$ cat src/rtl/pla_activity_sequencer.sv
// Stimulus sequencer and activity monitor for 8-input PLA benchmarks: applies exhaustive
// or LFSR vectors, waits a settle time per vector, and accumulates output toggle/ones counts.
module pla_activity_sequencer #(
  parameter int OUT_W  = 7,
  parameter int SETTLE = 1,
  parameter int CNT_W  = 24
) (
  input  logic             clk,
  input  logic             rst,
  input  logic             start,
  input  logic             mode,
  input  logic [7:0]       seed,
  input  logic [15:0]      num_vec,
  output logic [7:0]       pla_in,
  input  logic [OUT_W-1:0] pla_out,
  output logic             busy,
  output logic             done,
  output logic [15:0]      vec_cnt,
  output logic [CNT_W-1:0] toggle_cnt,
  output logic [CNT_W-1:0] ones_cnt
);

  localparam int         PC_W        = $clog2(OUT_W + 1);
  localparam logic [3:0] SETTLE_LAST = 4'(SETTLE - 1);

  typedef enum logic [1:0] {
    S_IDLE,
    S_SETTLE,
    S_CAPTURE,
    S_DONE
  } state_t;

  state_t           r_state;
  state_t           w_next_state;
  logic [7:0]       r_pla_in;
  logic [OUT_W-1:0] r_prev;
  logic [15:0]      r_vec_cnt;
  logic [15:0]      r_num_vec;
  logic [CNT_W-1:0] r_toggle_cnt;
  logic [CNT_W-1:0] r_ones_cnt;
  logic             r_mode;
  logic             r_have_sample;
  logic [3:0]       r_settle_cnt;

  logic             w_accept;
  logic             w_capture;
  logic             w_last;
  logic [15:0]      w_vec_inc;
  logic [7:0]       w_first_vec;
  logic [7:0]       w_next_vec;
  logic [PC_W-1:0]  w_pop_ones;
  logic [PC_W-1:0]  w_pop_tog;

  function automatic logic [PC_W-1:0] popcount(input logic [OUT_W-1:0] v);
    logic [PC_W-1:0] c;
    c = '0;
    for (int i = 0; i < OUT_W; i++) begin
      c = c + PC_W'(v[i]);
    end
    return c;
  endfunction

  // Counters stick at all-ones: the carry out of the widened sum selects the clamp.
  function automatic logic [CNT_W-1:0] sat_add(input logic [CNT_W-1:0] acc,
                                               input logic [PC_W-1:0]  inc);
    logic [CNT_W:0] sum;
    sum = {1'b0, acc} + (CNT_W + 1)'(inc);
    return sum[CNT_W] ? '1 : sum[CNT_W-1:0];
  endfunction

  // An all-zero LFSR state would lock up, so a zero seed is nudged to 0x01.
  assign w_first_vec = (mode && (seed == 8'h00)) ? 8'h01 : seed;
  assign w_next_vec  = r_mode ? {r_pla_in[6:0], r_pla_in[7] ^ r_pla_in[5] ^ r_pla_in[4] ^ r_pla_in[3]}
                              : r_pla_in + 8'd1;
  assign w_vec_inc   = r_vec_cnt + 16'd1;
  assign w_last      = (w_vec_inc == r_num_vec);
  assign w_pop_ones  = popcount(pla_out);
  assign w_pop_tog   = r_have_sample ? popcount(pla_out ^ r_prev) : '0;

  // NOTE: sequential state is written with non-blocking assignments so every register
  // samples pre-edge values and the order of statements cannot change the hardware.
  always_ff @(posedge clk) begin
    if (rst) begin
      r_state <= S_IDLE;
    end else begin
      r_state <= w_next_state;
    end
  end

  // NOTE: every signal driven here gets a default first, so no path leaves one
  // unassigned and no latch is inferred.
  always_comb begin
    w_next_state = r_state;
    w_accept     = 1'b0;
    w_capture    = 1'b0;
    busy         = 1'b0;
    done         = 1'b0;
    case (r_state)
      S_IDLE: begin
        if (start) begin
          w_accept     = 1'b1;
          w_next_state = (num_vec == 16'd0) ? S_DONE : S_SETTLE;
        end
      end
      S_SETTLE: begin
        busy = 1'b1;
        if (r_settle_cnt == SETTLE_LAST) begin
          w_next_state = S_CAPTURE;
        end
      end
      S_CAPTURE: begin
        busy         = 1'b1;
        w_capture    = 1'b1;
        w_next_state = w_last ? S_DONE : S_SETTLE;
      end
      S_DONE: begin
        done         = 1'b1;
        w_next_state = S_IDLE;
      end
      default: w_next_state = S_IDLE;
    endcase
  end

  always_ff @(posedge clk) begin
    if (rst) begin
      r_pla_in      <= '0;
      r_prev        <= '0;
      r_vec_cnt     <= '0;
      r_num_vec     <= '0;
      r_toggle_cnt  <= '0;
      r_ones_cnt    <= '0;
      r_mode        <= 1'b0;
      r_have_sample <= 1'b0;
      r_settle_cnt  <= '0;
    end else begin
      if (w_accept) begin
        r_vec_cnt     <= '0;
        r_toggle_cnt  <= '0;
        r_ones_cnt    <= '0;
        r_have_sample <= 1'b0;
        r_mode        <= mode;
        r_num_vec     <= num_vec;
        if (num_vec != 16'd0) begin
          r_pla_in     <= w_first_vec;
          r_settle_cnt <= '0;
        end
      end
      if (r_state == S_SETTLE) begin
        r_settle_cnt <= r_settle_cnt + 4'd1;
      end
      if (w_capture) begin
        r_prev        <= pla_out;
        r_ones_cnt    <= sat_add(r_ones_cnt, w_pop_ones);
        r_toggle_cnt  <= sat_add(r_toggle_cnt, w_pop_tog);
        r_vec_cnt     <= w_vec_inc;
        r_have_sample <= 1'b1;
        r_settle_cnt  <= '0;
        if (!w_last) begin
          r_pla_in <= w_next_vec;
        end
      end
    end
  end

  assign pla_in     = r_pla_in;
  assign vec_cnt    = r_vec_cnt;
  assign toggle_cnt = r_toggle_cnt;
  assign ones_cnt   = r_ones_cnt;

endmodule

$ cat config.mk
export PLATFORM = sky130hd
export DESIGN_NAME = pla_activity_sequencer
export DESIGN_NICKNAME = d
export VERILOG_FILES = /design/src/rtl/pla_activity_sequencer.sv
export SDC_FILE = /design/constraint.sdc
export NUM_CORES = 1
export LEC_CHECK = 0
export CORE_MARGIN = 2
export CORE_UTILIZATION = 45
export CTS_CLUSTER_DIAMETER = 200
export DETAILED_ROUTE_END_ITERATION = 16
export HOLD_SLACK_MARGIN = 0.08
export PLACE_DENSITY_LB_ADDON = 0.2
export SLEW_MARGIN = 0
export SYNTH_ARGS = -nofsm -noshare
export SYNTH_HDL_FRONTEND = slang
export SYNTH_SLANG_ARGS = --single-unit
$ cat constraint.sdc
create_clock -name clk -period 4.6 [get_ports clk]
set_input_delay 0.46 -clock clk [delete_from_list [all_inputs] [get_ports clk]]
set_output_delay 0.46 -clock clk [all_outputs]
set_load 0.005 [all_outputs]
==> results by group <==
Logic synthesis
  • Flops & latches, synth: 103
  • EDFF count, synth: 0
  • Syn Nets: 870
  • Post-synth top cells: dfxtp_1 (103), nor2_1 (80), nand2_1 (71)
  • Ys flop type: dfxtp_1
  • Share of flip-flops with an asynchronous set or reset: 0%
  • Yosys warning total: 0
  • Cell variety after synth: 72
  • Mapped Cells: 807
  • Synth Area per Inst: 7.95 um^2
  • Largest cells by area after synthesis: dfxtp_1 (32%), a21oi_1 (5.5%), nor2_1 (4.7%)
  • Post-synthesis sequential area ratio: 32.1%
  • Top-count cell post-synth: dfxtp_1
  • Syn Std Cell Area: 6420 um^2
  • Yosys top cell area share: 32.1%
  • Post-synth top area cell: dfxtp_1

Setup path
  • Worst setup EP type: flop
  • Worst EP arrival: 4.91 ns
  • Crit-path max FO: 3
  • Crit start category: flop
  • CP peak stage delay: 0.55 ns
  • Most used cell, CP: fa_1
  • Worst EP required: 4.87 ns
  • WS Path Type: flop to flop
  • Critical Path Slowest Stage Cell: fa_1
  • Crit-path cells: xor2_1 -> fa_1 -> inv_1 -> fa_1 -> inv_2 -> fa_2 -> inv_2 -> fa_1 -> nand2b_4 -> fa_2 -> nor2b_4 -> o211ai_1 -> buf_4 -> nor4_4 -> nand3b_1 -> buf_6 -> nor2_1 -> a311oi_1 -> a311oi_1

Global routing
  • Total grt overflow: 0
  • First-pass GRT wire length: 29500 um
  • Antenna violations before repair: 0
  • Largest net degree at the start of global routing: 52
  • Vias in the first global route: 6010
  • GRT Overall Usage: 24.3%

Clock network
  • TritonCTS Buffers: 9
  • TritonCTS clock tree: yes
  • Clk_lat worst skew: 0.36 ns
  • Root buffer cell: clkbuf_16
  • CTS sink cnt: 103
  • Worst-path clk slew: 0.07 ns
  • Clk buf depth: 2
  • # H-tree levels: 3

Finish
  • Share of cells above drive strength 1: 10.1%
  • Diode count: 0
  • # fillers: 1219
  • Area grow syn2layout: 28.0%
  • Core Util, Final: 59.2%
  • NumNets Final: 976
  • Final Non-Filler Cells: 1098

STA
  • Final setup vio count: 3
  • Max transition margin: 35.0%
  • Max frequency: 215 MHz
  • Worst-margin pin slew: 0.972 ns
  • Clock Skews: 0.00802 ns
  • Tcrit/Tclk final: 101%
  • Fin Setup TNS: -0.0935 ns
  • Setup WS post-layout: -0.0466 ns
  • Fin. Hold Viols: 0
  • RSZ-0062 raised after global routing: yes
  • Slew Viols, Final: 0
  • Final Critical Period: 4.65 ns

Power and ir drop
  • VDD IR max: 220 uV
  • PwrDens: 385 nW/um^2
  • Leak: 2.98 nW
  • Tot Pwr: 3.16 mW

Floorplan
  • Die width: 123 um
  • Ports: 109
  • Initial Utilization: 46.2%
  • Cell Rows: 43
  • Core ar.: 13900 um^2
  • Chip height: 123 um
  • Die area: 15200 um^2

Placement
  • Routability cong.: 0.992
  • Worst slack at placement: -0.643 ns
  • # port buffers: 108
  • Dpl cells: 1077
  • DP HPWL: 12900 um

Route
  • Per-cell routed wire length: 16.8 um
  • Metal-1 WL: 8110 um
  • Pre-antenna DRT Iters: 6
  • DR WL met2: 8980 um
  • DRC: 0
  • Via density: 5.84
  • Routed WL: 18500 um
  • Top Layer Used: met4
  • Routed Antenna Nets: 0
  • Total number of vias: 6409
  • DR WL met3: 1030 um
  • Initial DRC Count: 505

Outcome
  • Status: finished, violations left
  • Failing checks: negative setup slack

Worst hold path
  • Hold Crit Class: flop to flop

Run
  • Max cap viols: 0
## path summary, 6_finish.rpt
kind | from | endpoint | slack (ns) | depth (start not counted)
max | r_prev[1]$_SDFFE_PP0P_ | toggle_cnt[19]$_SDFFE_PP0P_ | -0.05 | 19
min | r_num_vec[14]$_SDFFE_PP0P_ | r_num_vec[14]$_SDFFE_PP0P_ | 0.46 | 2
max reg2reg | r_prev[1]$_SDFFE_PP0P_ | toggle_cnt[19]$_SDFFE_PP0P_ | -0.05 | 19
min reg2reg | r_num_vec[14]$_SDFFE_PP0P_ | r_num_vec[14]$_SDFFE_PP0P_ | 0.46 | 2
## cells in the final DEF (no fill, tap or decap), types with 13 or more instances in the layout
cell | netlist | routed
clkdlybuf4s50_1 | 0 | 104
dfxtp_1 | 103 | 101
nor2_1 | 80 | 80
nand2_1 | 71 | 70
a21oi_1 | 70 | 70
nand3_1 | 36 | 36
inv_1 | 36 | 34
o21ai_0 | 39 | 34
buf_4 | 0 | 31
nor3_1 | 29 | 28
xnor2_1 | 25 | 25
mux2i_1 | 20 | 20
nand4_1 | 18 | 18
a21o_1 | 18 | 18
ha_1 | 19 | 18
a22oi_1 | 14 | 13
## cells by family (layout without fill, tap and decap cells)
group	Yosys count	in the layout	synth area share, %
and+or+nand+nor	309	309	24.5
adders and majority gates	28	28	6.51
buffers and inverters	85	196	5.17
xor gates and xnor gates	38	38	5.73
muxes	24	24	3.82
AOI/OAI and AO/OA	220	220	22.2
DFF	103	103	32.1
## metal layers
layer / GRT usage [%] / vias up
met3: 4.89 / 30
met1: 31.2 / 3041
met4: 7.24 / 0
met2: 41.1 / 208
li1: - / 3130
met5: 0 / -
## flip-flops by register name, indices dropped and copies added (netlist names)
name,flops
r_mode,1
vec_cnt,16
r_num_vec,16
r_prev,7
toggle_cnt,24
r_have_sample,1
r_settle_cnt,4
pla_in,8
r_state,2
ones_cnt,24
## stage by stage
| stage | hold WS, ns | cell area [um^2] |
|---|---|---|
| after global placement | 0.451 | 7790 |
| after detailed placement | 0.454 | 7790 |
| after floorplan | 0.437 | 6460 |
| final | 0.457 | 8210 |
| after global routing | 0.493 | 8210 |
| after CTS | 0.464 | 8110 |
## critical path, delay by kind of cell (launching register included)
family | cells | cell delay (ns)
buffers and inverters | 5 | 0.52
AOI/OAI and AO/OA | 3 | 0.46
xor gates and xnor gates | 1 | 0.17
DFF | 1 | 0.33
and+or+nand+nor | 5 | 0.87
adders and majority gates | 5 | 2.19
## cell type report
cell class,instances,area [um^2],share of cell area [%]
Clock buffer,15,298,3.63
Clock inverter,1,8.76,0.107
Inverter,38,143,1.74
Multi-Input combinational cell,619,4130,50.3
Sequential cell,103,2060,25.1
Tap cell,180,225,2.74
Timing Repair Buffer,142,1350,16.4
## report_power, final
part	internal, mW	leakage (nW)	switching, mW
Sequential	0.984	0.836	0.125
Clock	0.443	0.152	0.335
Combinational	0.565	1.99	0.711
## timing repair
action | in CTS | in global routing
hold buffers | 0 | 0
resized for setup | 3 | 25
cloned | 0 | 1
setup endpoints to repair | 23 | 24
setup buffers | 0 | 4
pin swaps | 3 | 21
Note: power is estimated with default switching activity, not from simulation.
